[src/rtl/ptp_as_pkg.sv]
// rtl/ptp_as_pkg.sv - shared PTP AS dispatcher state encoding and metadata layout
package ptp_as_pkg;

    typedef enum logic [2:0] {
        ST_IDLE,
        ST_REQ,
        ST_XFER,
        ST_DROP,
        ST_DONE
    } tx_state_e;

    localparam int EGRESS_LSB = 11;
    localparam int EGRESS_W   = 8;

    // Field layout of the low 64 metadata bits as produced by the AS engine
    typedef struct packed {
        logic [11:0] rsvd_hi;
        logic [7:0]  frame_type;
        logic [24:0] rsvd_mid;
        logic [7:0]  egress_bitmap;
        logic [6:0]  ts_addr;
        logic [3:0]  rsvd_lo;
    } ptp_meta_t;

endpackage

[src/rtl/ptp_tx_ack_timer.sv]
// rtl/ptp_tx_ack_timer.sv - load/count/expire counter bounding the MAC ack wait
module ptp_tx_ack_timer #(
    parameter int LIMIT = 1024
) (
    input  logic clk,
    input  logic rst,
    input  logic load,
    input  logic count_en,
    output logic expire
);

    localparam int CW = $clog2(LIMIT + 1);

    logic [CW-1:0] cnt;

    // Expires in the LIMIT-th counting cycle so the request stays up exactly LIMIT cycles
    assign expire = count_en && (cnt == CW'(LIMIT - 1));

    always_ff @(posedge clk) begin
        if (rst || load) begin
            cnt <= '0;
        end else if (count_en && !expire) begin
            cnt <= cnt + CW'(1);
        end
    end

endmodule

[src/rtl/ptp_tx_dispatch.sv]
// rtl/ptp_tx_dispatch.sv - one-frame-at-a-time PTP egress dispatcher to a single TX MAC port
// Optional ack timeout enabled by defining PTP_TX_DISPATCH_TIMEOUT_EN.
module ptp_tx_dispatch
    import ptp_as_pkg::*;
#(
    parameter int METADATA_WIDTH   = 64,
    parameter int CROSS_DATA_WIDTH = 8,
    parameter int PORT_NUM         = 8,
    parameter int ACK_TIMEOUT      = 1024
) (
    input  logic                                      i_clk,
    input  logic                                      i_rst,
    input  logic [CROSS_DATA_WIDTH:0]                 i_as_axi_data,
    input  logic [CROSS_DATA_WIDTH/8-1:0]             i_as_axi_data_keep,
    input  logic                                      i_as_axi_data_valid,
    output logic                                      o_as_axi_data_ready,
    input  logic                                      i_as_axi_data_last,
    input  logic [METADATA_WIDTH-1:0]                 i_as_metadata,
    input  logic                                      i_as_metadata_valid,
    output logic                                      o_as_tx_done,
    output logic                                      o_as_tx_drop,
    input  logic [PORT_NUM-1:0]                       i_mac_port_link,
    output logic [PORT_NUM-1:0]                       o_mac_req,
    input  logic [PORT_NUM-1:0]                       i_mac_ack,
    output logic [PORT_NUM*(CROSS_DATA_WIDTH+1)-1:0]  o_mac_axi_data,
    output logic [PORT_NUM*(CROSS_DATA_WIDTH/8)-1:0]  o_mac_axi_data_keep,
    output logic [PORT_NUM-1:0]                       o_mac_axi_data_valid,
    input  logic [PORT_NUM-1:0]                       i_mac_axi_data_ready,
    output logic [PORT_NUM-1:0]                       o_mac_axi_data_last,
    output logic [METADATA_WIDTH-1:0]                 o_mac_metadata,
    output logic [PORT_NUM-1:0]                       o_mac_metadata_valid
);

    localparam int DW = CROSS_DATA_WIDTH + 1;
    localparam int KW = CROSS_DATA_WIDTH / 8;
    localparam int PW = (PORT_NUM > 1) ? $clog2(PORT_NUM) : 1;

    tx_state_e                 state;
    logic [PW-1:0]             target;
    logic [METADATA_WIDTH-1:0] meta_q;
    logic [PORT_NUM-1:0]       req_q;
    logic [PORT_NUM-1:0]       md_valid_q;
    logic                      done_q;
    logic                      drop_q;
    logic [PORT_NUM-1:0]       egress_mask;
    logic [PW-1:0]             first_port;
    logic                      timeout_hit;

    function automatic logic [PORT_NUM-1:0] bitmap_to_mask(input logic [EGRESS_W-1:0] b);
        logic [PORT_NUM-1:0] m;
        m = '0;
        for (int i = 0; i < PORT_NUM && i < EGRESS_W; i++) begin
            m[i] = b[i];
        end
        return m;
    endfunction

    // Scans downwards so the lowest set bit is the last one written
    function automatic logic [PW-1:0] lowest_set(input logic [PORT_NUM-1:0] v);
        logic [PW-1:0] idx;
        idx = '0;
        for (int i = PORT_NUM - 1; i >= 0; i--) begin
            if (v[i]) begin
                idx = PW'(i);
            end
        end
        return idx;
    endfunction

    function automatic logic [PORT_NUM-1:0] port_onehot(input logic [PW-1:0] idx);
        logic [PORT_NUM-1:0] m;
        m = '0;
        m[idx] = 1'b1;
        return m;
    endfunction

    assign egress_mask = bitmap_to_mask(i_as_metadata[EGRESS_LSB +: EGRESS_W]);
    assign first_port  = lowest_set(egress_mask);

`ifdef PTP_TX_DISPATCH_TIMEOUT_EN
    ptp_tx_ack_timer #(
        .LIMIT    (ACK_TIMEOUT)
    ) u_ack_timer (
        .clk      (i_clk),
        .rst      (i_rst),
        .load     (state != ST_REQ),
        .count_en (state == ST_REQ),
        .expire   (timeout_hit)
    );
`else
    logic unused_ack_timeout;
    assign unused_ack_timeout = (ACK_TIMEOUT == 0);
    assign timeout_hit        = 1'b0;
`endif

    always_ff @(posedge i_clk) begin
        if (i_rst) begin
            state      <= ST_IDLE;
            target     <= '0;
            meta_q     <= '0;
            req_q      <= '0;
            md_valid_q <= '0;
            done_q     <= 1'b0;
            drop_q     <= 1'b0;
        end else begin
            md_valid_q <= '0;
            done_q     <= 1'b0;
            drop_q     <= 1'b0;
            case (state)
                ST_IDLE: begin
                    if (i_as_metadata_valid) begin
                        meta_q <= i_as_metadata;
                        target <= first_port;
                        if (egress_mask == '0 || !i_mac_port_link[first_port]) begin
                            state <= ST_DROP;
                        end else begin
                            state <= ST_REQ;
                            req_q <= port_onehot(first_port);
                        end
                    end
                end
                ST_REQ: begin
                    if (i_mac_ack[target]) begin
                        req_q      <= '0;
                        md_valid_q <= port_onehot(target);
                        state      <= ST_XFER;
                    end else if (!i_mac_port_link[target] || timeout_hit) begin
                        req_q <= '0;
                        state <= ST_DROP;
                    end
                end
                ST_XFER: begin
                    if (i_as_axi_data_valid && o_as_axi_data_ready && i_as_axi_data_last) begin
                        state  <= ST_DONE;
                        done_q <= 1'b1;
                    end
                end
                ST_DROP: begin
                    if (i_as_axi_data_valid && i_as_axi_data_last) begin
                        state  <= ST_DONE;
                        done_q <= 1'b1;
                        drop_q <= 1'b1;
                    end
                end
                ST_DONE: state <= ST_IDLE;
                default: state <= ST_IDLE;
            endcase
        end
    end

    // Zero-latency pass-through steered by the registered target
    always_comb begin
        o_as_axi_data_ready  = 1'b0;
        o_mac_axi_data       = '0;
        o_mac_axi_data_keep  = '0;
        o_mac_axi_data_valid = '0;
        o_mac_axi_data_last  = '0;
        if (state == ST_XFER) begin
            o_as_axi_data_ready = i_mac_axi_data_ready[target];
            for (int p = 0; p < PORT_NUM; p++) begin
                if (target == PW'(p)) begin
                    o_mac_axi_data[p*DW +: DW]      = i_as_axi_data;
                    o_mac_axi_data_keep[p*KW +: KW] = i_as_axi_data_keep;
                    o_mac_axi_data_valid[p]         = i_as_axi_data_valid;
                    o_mac_axi_data_last[p]          = i_as_axi_data_last;
                end
            end
        end else if (state == ST_DROP) begin
            o_as_axi_data_ready = 1'b1;
        end
    end

    assign o_mac_req            = req_q;
    assign o_mac_metadata       = meta_q;
    assign o_mac_metadata_valid = md_valid_q;
    assign o_as_tx_done         = done_q;
    assign o_as_tx_drop         = drop_q;

endmodule

[config.mk]
export PLATFORM = sky130hd
export DESIGN_NAME = ptp_tx_dispatch
export DESIGN_NICKNAME = d
export VERILOG_FILES = /design/src/rtl/ptp_as_pkg.sv /design/src/rtl/ptp_tx_ack_timer.sv /design/src/rtl/ptp_tx_dispatch.sv
export SDC_FILE = /design/constraint.sdc
export NUM_CORES = 1
export LEC_CHECK = 0
export CAP_MARGIN = 10
export CORE_ASPECT_RATIO = 0.6
export CORE_MARGIN = 3
export CORE_UTILIZATION = 38
export CTS_CLUSTER_SIZE = 30
export DETAILED_ROUTE_END_ITERATION = 8
export PLACE_DENSITY_LB_ADDON = 0.05
export REMOVE_ABC_BUFFERS = 1
export SYNTH_ARGS = -nofsm -noshare
export SYNTH_HDL_FRONTEND = slang
export SYNTH_SLANG_ARGS = --single-unit
[constraint.sdc]
create_clock -name i_clk -period 3.65 [get_ports i_clk]
set_input_delay 0.73 -clock i_clk [delete_from_list [all_inputs] [get_ports i_clk]]
set_output_delay 0.73 -clock i_clk [all_outputs]
set_load 0.02 [all_outputs]
==> impl_metrics.ini <==
[status]
run_status = finished clean

[critical_path]
path_buf_inv = 2
endpoint = o_as_axi_data_ready
rr_endpoint = o_mac_req[0]
cp.arrival_ps = 2720
cp-startpoint = i_mac_axi_data_ready[0]
worstSetupEndpointType = output pin
worst_setup_path_start_kind = primary input
cp_num_cells = 6
reg2regPathDepth = 6
cpPeakStageDelay_ps = 550
r2r_start = target[1]
path_max_fanout = 3
cp.required_ps = 2920
path_class = primary input to output pin
slowest_stage = clkdlybuf4s50_1
r2r_slack_ps = 1160
path_cells = clkdlybuf4s50_1, mux4_2, mux2_2, nor2_1, nor2_1, clkdlybuf4s50_1
cp_top_family = buffers and inverters

[grt]
grt-busiest-layer = met2
antenna_found_initial = 0
grt_pass1_vias = 4521
use_met2 = 0.440
grt_max_degree = 59
gr-usage-all-layers = 0.267
grt_first_pass_wirelength_um = 24600
grtUsageMet3 = 0.0806
grt.met1_usage = 0.344
grt_overflow = 0

[sta]
maxSlewViolCount = 0
rsz0062_at_grt = no
hold_viol_final = 0
fin_setup_tns_ps = 0
finalCriticalPeriod_ps = 3450
timing.fmax_ghz = 0.290
skew_ps = 5.46
setup_viol = 0
max_slew_margin = 0.554
setup_ws_ps = 201
finalCritPeriodShare = 0.945
tightest_slew_ps = 667

[drt]
dr.pass1.iters = 5
drc = 0
vias = 4759
vias_per_cell = 5.01
ant_nets = 0
drt_iter0_drc = 254
totalWireLength_um = 16200
wl_per_cell_um = 17.1

[layout]
final_nets = 914
fin_cells = 950
fill_cells = 805
area_delta_synth_final_pct = 81.8
multi_input_area_um2 = 2040
drive_gt1_frac = 0.0479
diodes = 0
ff_latch_area_um2 = 1760

[synthesis]
synth_area_per_cell_um2 = 7.18
synth_top_area_frac = 0.445
synth-warning-count = 0
netlist_instances = 551
synth-seq-area-share = 0.445
async_reset_ff_frac = 0
synth_area_leaders = dfxtp_1, nand2_1, nor2_1
synth.most_common_cell = nand2_1
syn_area_um2 = 3960
synth_ff_type = dfxtp_1
ys_ff_latch = 88
synth.top_cells.by_count = nand2_1, nor2_1, dfxtp_1, a21oi_1, clkbuf_1
ys_types = 41
yosys.area.top_type = dfxtp_1
synth_edf_count = 0

[job]
maxCapViolCount = 0

[cts]
cts_resized = 0
clkTransAtPathRegs_ps = 60
clockBufferDepth = 2
clock_sinks = 88
clockRootBuffer = clkbuf_16
cts_buffers = 9
cts_setup_buffers = 0
htreeDepth = 3
cts_hold_buf = 0
cts_tree = built
insertion_delay_ps = 340

[floorplanning]
io-pin-count = 282
floorplan.core_area_um2 = 9980
start_util = 0.396
die_height_um = 85.0
fp.dieW_um = 138
dieArea_um2 = 11700
rows = 28

[pwr]
power.total_mw = 2.94
powerDensity_nw_per_um2 = 409
vdd_drop_max_mv = 0.289
p_leak_nw = 2.52

[placement]
placedCellCount = 935
place.gp.congestion = 0.956
port_buffers = 281
dp_hpwl_um = 12400
place_ws_ps = 228

[worst_hold_path]
hold_class = flop to flop
area by class of cell:
class                           instances  share of cell area
Timing Repair Buffer                  288               0.399
Multi-Input combinational cell        421               0.284
Sequential cell                        88               0.245
Clock buffer                           10              0.0318
Tap cell                              135              0.0235
Clock inverter                          5              0.0148
Inverter                                3             0.00157
per-layer routing:
| metal | share of wire | up-vias |
|---|---|---|
| met2 | 0.47 | 203 |
| met5 | 0 | - |
| met3 | 0.091 | 22 |
| met4 | 0.015 | 0 |
| met1 | 0.42 | 2217 |
| li1 | - | 2317 |
flip-flops by register name, summed over array words and instances, names as in the netlist:
signal,flops
o_mac_metadata,64
o_mac_metadata_valid,8
o_mac_req,8
state,3
target,3
o_as_tx_done,1
o_as_tx_drop,1
per-stage QoR:
| stage | instance area [um2] | hold slack, ps | util |
|---|---|---|---|
| after global routing | 7190 | 467 | 0.720 |
| after floorplan | 3810 | 516 | - |
| after detailed placement | 6860 | 446 | 0.687 |
| final | 7190 | 452 | 0.720 |
| after global placement | 6860 | 441 | 0.687 |
| after CTS | 7190 | 454 | 0.720 |
cell families after synthesis:
kind of cell,share of synthesized area
DFF,0.445
AOI/OAI and AO/OA,0.126
muxes,0.0623
buffers and inverters,0.0402
and+or+nand+nor,0.327
layout by cell type (no fill, tap or decap), types with 2 or more instances in the layout:
cell,count
clkdlybuf4s50_1,280
nand2_1,160
nor2_1,119
dfxtp_1,88
a21oi_1,70
mux2i_1,10
clkbuf_16,9
nand3_1,8
mux4_2,6
buf_4,6
nor3_1,5
o21ai_0,4
nand3b_1,3
nor4_1,3
nor2b_1,3
inv_1,3
bufinv_16,3
nand2b_1,2
or3_1,2
o21ba_2,2
and3_1,2
worst min-delay path by stage:
stage | startpoint | endpoint | depth (start not counted)
2_1_floorplan | state[2] | state[1] | 3
5_1_grt | o_mac_metadata[37] | o_mac_metadata[37] | 2
3_3_place_gp | o_mac_metadata[60] | o_mac_metadata[60] | 2
3_5_place_dp | o_mac_metadata[28] | o_mac_metadata[28] | 2
4_1_cts | o_mac_metadata[28] | o_mac_metadata[28] | 2
6_report | o_mac_metadata[30] | o_mac_metadata[30] | 2
power by group:
part | switching, mW | leakage, nW | internal, mW
Clock | 0.375 | 0.159 | 0.666
Sequential | 0.0561 | 0.719 | 1.04
Combinational | 0.444 | 1.64 | 0.361
Total | 0.875 | 2.52 | 2.07
worst reg2reg max path: stages (launching register included):
cell and delay, ps:
dfxtp_1 710, mux4_2 570, mux2i_1 170, nor2b_1 100
a21o_1 210, nor3_4 400, mux2i_1 260
(Power assumes the default switching activity.)
